<file path="config.mk">
export PLATFORM = sky130hd
export DESIGN_NAME = spi_host_ctrl
export DESIGN_NICKNAME = d
export VERILOG_FILES = /design/src/rtl/spi_host_ctrl.sv
export SDC_FILE = /design/constraint.sdc
export NUM_CORES = 1
export LEC_CHECK = 0
export ABC_AREA = 1
export CORE_MARGIN = 2
export CORE_UTILIZATION = 30
export DETAILED_ROUTE_END_ITERATION = 10
export DONT_BUFFER_PORTS = 1
export GPL_TIMING_DRIVEN = 0
export SETUP_SLACK_MARGIN = 0.02
export SKIP_LAST_GASP = 1
export SYNTH_ARGS = -nofsm -noshare
export SYNTH_HDL_FRONTEND = slang
export SYNTH_SLANG_ARGS = --single-unit
export TNS_END_PERCENT = 100
</file>
<file path="constraint.sdc">
create_clock -name clk -period 2 [get_ports clk]
set_input_delay 0.1 -clock clk [delete_from_list [all_inputs] [get_ports clk]]
set_output_delay 0.1 -clock clk [all_outputs]
set_load 0.01 [all_outputs]
</file>
<file path="src/rtl/spi_host_ctrl.sv">
// -----------------------------------------------------------------------------
// spi_host_ctrl
//   SPI initiator (mode 0) for the chip's configuration/readback port.
//   Each frame is a single full-duplex shift of FRAME_W bits, MSB first:
//   TX_DATA is shifted out on MOSI while MISO is shifted into RX_DATA.
//   SCLK idles low, MOSI changes on SCLK fall, both ends sample on SCLK rise.
//
// Parameters
//   FRAME_W   bits per frame (>=2)
//   DIV       clk cycles per SCLK half-period (>=1)
//   CS_SETUP  clk cycles from CEB fall to first SCLK rise, counted as
//             setup + first low phase (>=1)
//   CS_HOLD   clk cycles from last SCLK fall to CEB rise (>=1)
//
// Ports
//   clk      in   system clock, all logic on posedge
//   rst      in   synchronous reset, active-high
//   start    in   frame request, sampled only while idle
//   tx_data  in   frame to send, latched when start is accepted
//   busy     out  frame in progress
//   done     out  one-cycle pulse, frame complete and rx_data valid
//   rx_data  out  captured MISO bits, MSB = first bit received
//   ceb      out  chip enable, active-low
//   sclk     out  serial clock
//   mosi     out  serial data out
//   miso     in   serial data in (sampled unsynchronised; DIV>=2 advised)
// -----------------------------------------------------------------------------
module spi_host_ctrl #(
    parameter int FRAME_W  = 64,
    parameter int DIV      = 4,
    parameter int CS_SETUP = 2,
    parameter int CS_HOLD  = 2
) (
    input  logic               clk,
    input  logic               rst,
    input  logic               start,
    input  logic [FRAME_W-1:0] tx_data,
    output logic               busy,
    output logic               done,
    output logic [FRAME_W-1:0] rx_data,
    output logic               ceb,
    output logic               sclk,
    output logic               mosi,
    input  logic               miso
);

    // One phase counter serves the setup, low, high and hold phases, so it
    // is sized for the longest of them.
    localparam int PH_MAX = (DIV > CS_SETUP)
                          ? ((DIV > CS_HOLD) ? DIV : CS_HOLD)
                          : ((CS_SETUP > CS_HOLD) ? CS_SETUP : CS_HOLD);
    localparam int PH_W   = $clog2(PH_MAX + 1);
    localparam int BIT_W  = $clog2(FRAME_W + 1);

    // Terminal counts; each phase lasts (last + 1) cycles.
    localparam logic [PH_W-1:0]  DIV_LAST   = PH_W'(DIV - 1);
    localparam logic [PH_W-1:0]  SETUP_LAST = PH_W'(CS_SETUP - 2);
    localparam logic [PH_W-1:0]  HOLD_LAST  = PH_W'(CS_HOLD - 1);
    localparam logic [BIT_W-1:0] BIT_LAST   = BIT_W'(FRAME_W);

    typedef enum logic [2:0] {
        ST_IDLE,
        ST_SETUP,
        ST_LOW,
        ST_HIGH,
        ST_HOLD
    } state_t;

    state_t             state;
    logic [PH_W-1:0]    ph_cnt;
    logic [BIT_W-1:0]   bit_cnt;
    // Only the bits not yet driven onto MOSI; the MSB goes out straight
    // from tx_data when the frame is accepted.
    logic [FRAME_W-2:0] tx_sr;
    logic [FRAME_W-1:0] rx_sr;

    // NOTE: every register here is assigned with <= so all of them update
    // together from pre-edge values; mixing in = would make the result depend
    // on statement order.
    always_ff @(posedge clk) begin
        // NOTE: reset is synchronous and reloads every register, including
        // the shift registers, so an aborted frame leaves nothing behind.
        if (rst) begin
            state   <= ST_IDLE;
            ph_cnt  <= '0;
            bit_cnt <= '0;
            tx_sr   <= '0;
            rx_sr   <= '0;
            ceb     <= 1'b1;
            sclk    <= 1'b0;
            mosi    <= 1'b0;
            busy    <= 1'b0;
            done    <= 1'b0;
            rx_data <= '0;
        end else begin
            case (state)
                ST_IDLE: begin
                    done <= 1'b0;
                    if (start) begin
                        tx_sr   <= tx_data[FRAME_W-2:0];
                        rx_sr   <= '0;
                        ceb     <= 1'b0;
                        mosi    <= tx_data[FRAME_W-1];
                        busy    <= 1'b1;
                        bit_cnt <= '0;
                        ph_cnt  <= '0;
                        // With a one-cycle setup the first low phase already
                        // provides all the CEB-to-SCLK setup there is.
                        state   <= (CS_SETUP == 1) ? ST_LOW : ST_SETUP;
                    end
                end

                ST_SETUP: begin
                    if (ph_cnt == SETUP_LAST) begin
                        ph_cnt <= '0;
                        state  <= ST_LOW;
                    end else begin
                        ph_cnt <= ph_cnt + 1'b1;
                    end
                end

                ST_LOW: begin
                    if (ph_cnt == DIV_LAST) begin
                        ph_cnt  <= '0;
                        sclk    <= 1'b1;
                        // Capture on the same edge that raises SCLK; the
                        // target drove MISO on the previous fall.
                        rx_sr   <= {rx_sr[FRAME_W-2:0], miso};
                        bit_cnt <= bit_cnt + 1'b1;
                        state   <= ST_HIGH;
                    end else begin
                        ph_cnt <= ph_cnt + 1'b1;
                    end
                end

                ST_HIGH: begin
                    if (ph_cnt == DIV_LAST) begin
                        ph_cnt <= '0;
                        sclk   <= 1'b0;
                        if (bit_cnt == BIT_LAST) begin
                            mosi  <= 1'b0;
                            state <= ST_HOLD;
                        end else begin
                            mosi  <= tx_sr[FRAME_W-2];
                            tx_sr <= tx_sr << 1;
                            state <= ST_LOW;
                        end
                    end else begin
                        ph_cnt <= ph_cnt + 1'b1;
                    end
                end

                ST_HOLD: begin
                    if (ph_cnt == HOLD_LAST) begin
                        ph_cnt  <= '0;
                        ceb     <= 1'b1;
                        busy    <= 1'b0;
                        done    <= 1'b1;
                        rx_data <= rx_sr;
                        state   <= ST_IDLE;
                    end else begin
                        ph_cnt <= ph_cnt + 1'b1;
                    end
                end

                default: begin
                    state <= ST_IDLE;
                end
            endcase
        end
    end

endmodule

</file>
After elaboration in Yosys (flattened, before gate mapping)
Index checks and enable logic that the tools add are counted.
Operators by class
  reduce and logical (&&, ||, !) cells: 17
  multiplexer cells: 36
  equal/unequal tests: 13
  add/sub/neg operators: 2
Operators by type and width (count)
  2-to-1 mux 63 bit: 3
  2-to-1 mux 64 bit: 2
  one-hot mux 64 bit (2 select lines): 1
  one-hot mux 63 bit (2 select lines): 1
  2-to-1 mux 3 bit: 10
  one-hot mux 3 bit (5 select lines): 1
  2-to-1 mux 7 bit: 2
  one-hot mux 7 bit (2 select lines): 1
  inequality test 2 bit (second input constant): 6
  one-hot mux 3 bit (4 select lines): 1
  AND reduction 3 bit: 4
  one-hot mux 1 bit (2 select lines): 5
  == test 3 x 2 -> 1 bit (second input constant): 3
  2-to-1 mux 1 bit: 9
  nonzero test 2 bit: 4
  adder 7 x 1 -> 7 bit (second input constant): 1
  == test 7 bit (second input constant): 1
  == test 3 x 1 -> 1 bit (second input constant): 2
  logical NOT 3 bit: 2
  AND reduction 2 bit: 3
  AND reduction 5 bit: 1
  AND reduction 4 bit: 1
  nonzero test 4 bit: 1
  adder 3 x 1 -> 3 bit (second input constant): 1
  other kinds (2): 2
Storage, ports and cells
  register bits: 209
  logic and storage cells: 79
  bits of input ports: 68

Depth between registers and ports, before layout
  depth after elaboration: 4
  gate-level depth with buffers: 11
  depth with buffers taken out: 10

Worst setup path before layout
Ideal clock, no wire load.
  path kind: reg2reg
  from: reg ph_cnt[0]
  to: reg tx_sr[22]
  stages on the path, launching flop included: 10
  path slack: 459 ps
  arrival: 1426 ps
  clock period less this slack: 1541 ps
  buffers on the path: 2
  path through: dfxtp_1 ha_1 nand2_1 inv_1 o21ai_1 inv_2 buf_4 buf_2 a21oi_1 nor2_1
Between the ends
  longest elaborated chain between the ends: 3
Ends and longest elaborated chain
  from (decl): line 70  | logic [PH_W-1:0] ph_cnt;
  from (signal assigned): line 118  | ph_cnt <= ph_cnt + 1'b1;
  from (signal assigned): line 132  | ph_cnt <= ph_cnt + 1'b1;
  from (signal assigned): line 149  | ph_cnt <= ph_cnt + 1'b1;
  == test 3 x 2 -> 1 bit: line 137  | if (ph_cnt == DIV_LAST) begin
  inequality test 2 bit (no line)
  AND reduction 4 bit (no line)
  to (signal assigned): line 100  | tx_sr <= tx_data[FRAME_W-2:0];
  to (signal assigned): line 145  | tx_sr <= tx_sr << 1;
  to (decl): line 74  | logic [FRAME_W-2:0] tx_sr;
No other way between the ends.
A chain may end at the register's enable or synchronous reset.

Final worst setup path
  from: reg ph_cnt[0]
  to: reg tx_sr[47]
The elaborated chain is that of the path after synthesis.

==> results.tsv <==
stage	metric	value	unit
clock_tree	cts.sinks	209	
placed_design	io_buffer_count	0	
synth	ys_seq_area_share	46.4	%
clock_tree	cts_buffer_depth	3	
synth	synth-simple-area-share	31.0	%
setup_path	critPathCaptureType	register	
detailed_routing	drc	0	
sta	maxSlewHeadroom	50.0	%
power_and_ir_drop	finalPower	17.4	mW
placed_design	place_congestion	0.810	
finish	multiInputGateArea	0.00405	mm2
run_status	status	completed	
power_and_ir_drop	p_sw	6.52	mW
finish	n_antenna_cell	0	
synth	synthesis.nets	1401	
sta	fin_crit_sh	92.6	%
placed_design	hpwl	16.7	mm
synth	syn_area_per_cell	6.80	um2
sta	finalMaxSlewViolations	0	
detailed_routing	wirelength	24.8	mm
synth	yosysUniqueCellTypes	24	
synth	synth_top_family_by_area	simple AND/OR/NAND/NOR gates	
setup_path	cp_max_fo	10	
sta	rsz0062_at_grt	true	
finish	mostFrequentLayoutCell	nand2_1	
power_and_ir_drop	power_per_cell_area	1560	mW/mm2
finish	area_growth	23.7	%
finish	mostFrequentLayoutCells	298 x nand2_1, 254 x nor2_1, 208 x dfxtp_1, 135 x a21oi_1, 94 x inv_1	
clock_tree	cts_max_level	1	
detailed_routing	vias_per_cell	4.63	
synth	synth-compound-area-share	12.5	%
die	num_rows	63	
setup_path	reg2reg_slack	150	ps
synth	synth-adder-area-share	0.971	%
detailed_routing	drt_iter0_markers	514	
detailed_routing	route.vias.total	8473	
die	dieWidth	177	um
detailed_routing	antenna_left	0	
detailed_routing	route.detailed.wl_per_inst	13.6	um
finish	num-nets-final	1497	
power_and_ir_drop	intPower	10.8	mW
synth	syn-cell-area	0.00902	mm2
die	pin_count	137	
placed_design	post-place-ws	-25.2	ps
die	coreArea	0.0296	mm2
finish	seqCellArea	0.00419	mm2
global_route	grt_pass1_vias	7900	
die	die_h	177	um
power_and_ir_drop	clkPwrFrac	28.5	%
setup_path	crit_path_start_kind	register	
synth	syn_inst	1326	
detailed_routing	dr.pass1.iters	5	
finish	fill_cells	3115	
power_and_ir_drop	vdd_ir_drop_max	0.780	mV
power_and_ir_drop	power_frac_comb	34.6	%
die	start_util	30.4	%
sta	fmax	540	MHz
sta	worst_slack	148	ps
synth	synth_mux_area_share	0	%
synth	synth_xor_area_share	0	%
global_route	antenna_found_initial	0	
clock_tree	clk_pin_slew	60	ps
synth	synth_seq_cells	209	
synth	ys_warn_count	0	
global_route	grt_pass1_wl	39.5	mm
flow_run	drv_cap	0	
clock_tree	numCtsBuffers	25	
sta	tns	0	ps
sta	layout_min_cycle_time	1850	ps
global_route	grtUsageTotal	15.2	%
setup_path	setup.worst_path.class	register to register	
sta	tightestPinTransition	750	ps
sta	setup_violations	0	
power_and_ir_drop	p_leak	5.03	nW
power_and_ir_drop	seq_power_share	36.9	%
setup_path	crit_required	2410	ps
sta	clock_skew	16.2	ps
setup_path	cp.arrival	2260	ps
global_route	grt.overflow.total	0	
power_and_ir_drop	swShare	37.6	%
finish	drive_gt1_share	7.98	%
die	die_area	0.0315	mm2
clock_tree	cts_tree	done	
clock_tree	clock_latency	530	ps
global_route	grt_max_degree	14	
clock_tree	ctsRootBufferMaster	clkbuf_16	
sta	finalHoldViolCount	0	
sta	holdWs	163	ps
min_path	hold_class	input pin to register	
[final timing paths]
kind	cells past startpoint	startpoint	to
worst min register to register	2	rx_sr[63]	rx_data[63]
worst max register to register	9	ph_cnt[0]	tx_sr[47]
worst max-delay path	9	ph_cnt[0]	tx_sr[47]
worst min-delay path	4	rst	rx_data[58]
[critical path: stages, from the launching register on]
cell	delay, ps
dfxtp_1	350
ha_1	200
nand2_1	150
inv_1	120
o21ai_2	170
inv_2	120
buf_4	190
buf_2	190
a21oi_1	170
nor2_1	60
[sequential cells by signal, indices dropped and copies added (netlist names), 3 cells and up]
name / count
rx_data: 64
rx_sr: 64
tx_sr: 63
bit_cnt: 7
ph_cnt: 3
state: 3
[area by class of cell]
type	instances	share of cell area, %
clock buffer	37	6.46
buffer	96	4.28
timing repair buffer	69	6.14
clock inverter	9	1.66
sequential	209	37.5
multi-input combinational	923	36.3
tap	390	4.37
inverter	98	3.30
[Yosys cell counts, drive strengths merged]
cell type / number / area share, %
nand2: 300 / 13
o21ai: 82 / 4.5
clkbuf: 36 / 1.5
ha: 7 / 0.97
o21a: 1 / 0.083
dfxtp: 209 / 46
nor3: 57 / 3.2
nand3: 76 / 4.3
nor2: 256 / 11
buf: 60 / 3.6
inv: 98 / 4.1
o21bai: 1 / 0.083
nand4: 5 / 0.35
a31oi: 1 / 0.069
a22oi: 1 / 0.083
a21oi: 136 / 7.6
[layer usage]
metal / up-vias / track usage, % / wire, um
li1: 4415 / - / -
met2: 194 / 25.3 / 11200
met5: - / 0 / 0
met4: 0 / 2.97 / 374
met1: 3842 / 20.0 / 11500
met3: 22 / 3.79 / 1700
[power groups by stage]
stage	logic [mW]	registers (mW)	clock network, mW
6_report	6.01	6.40	4.95
5_1_grt	6.83	6.56	5.24
4_1_cts	5.92	6.40	5.08
3_5_place_dp	5.78	6.46	0
3_3_place_gp	5.69	6.45	0
2_1_floorplan	4.58	6.21	0
[logic make-up after synthesis]
group           after synthesis
compound gates              222
simple gates                694
fa+ha+maj                     7
flops                       209
buf+inv                     194
[what timing repair did]
item	4_1_cts	5_1_grt
buffers inserted	0	2
setup endpoints to repair	19	84
pin swaps	0	1
hold buffers	67	0
resized for setup	2	24
endpoints found under the hold margin	72	0
[through the flow]
stage	area, um2	util [%]	instances
CTS	11100	37.4	1829
floorplan	9020	-	1326
detailed placement	9510	32.1	1716
finish	11200	37.7	1831
global route	11200	37.7	1831
global placement	9510	32.1	1716
(Power assumes the default switching activity.)
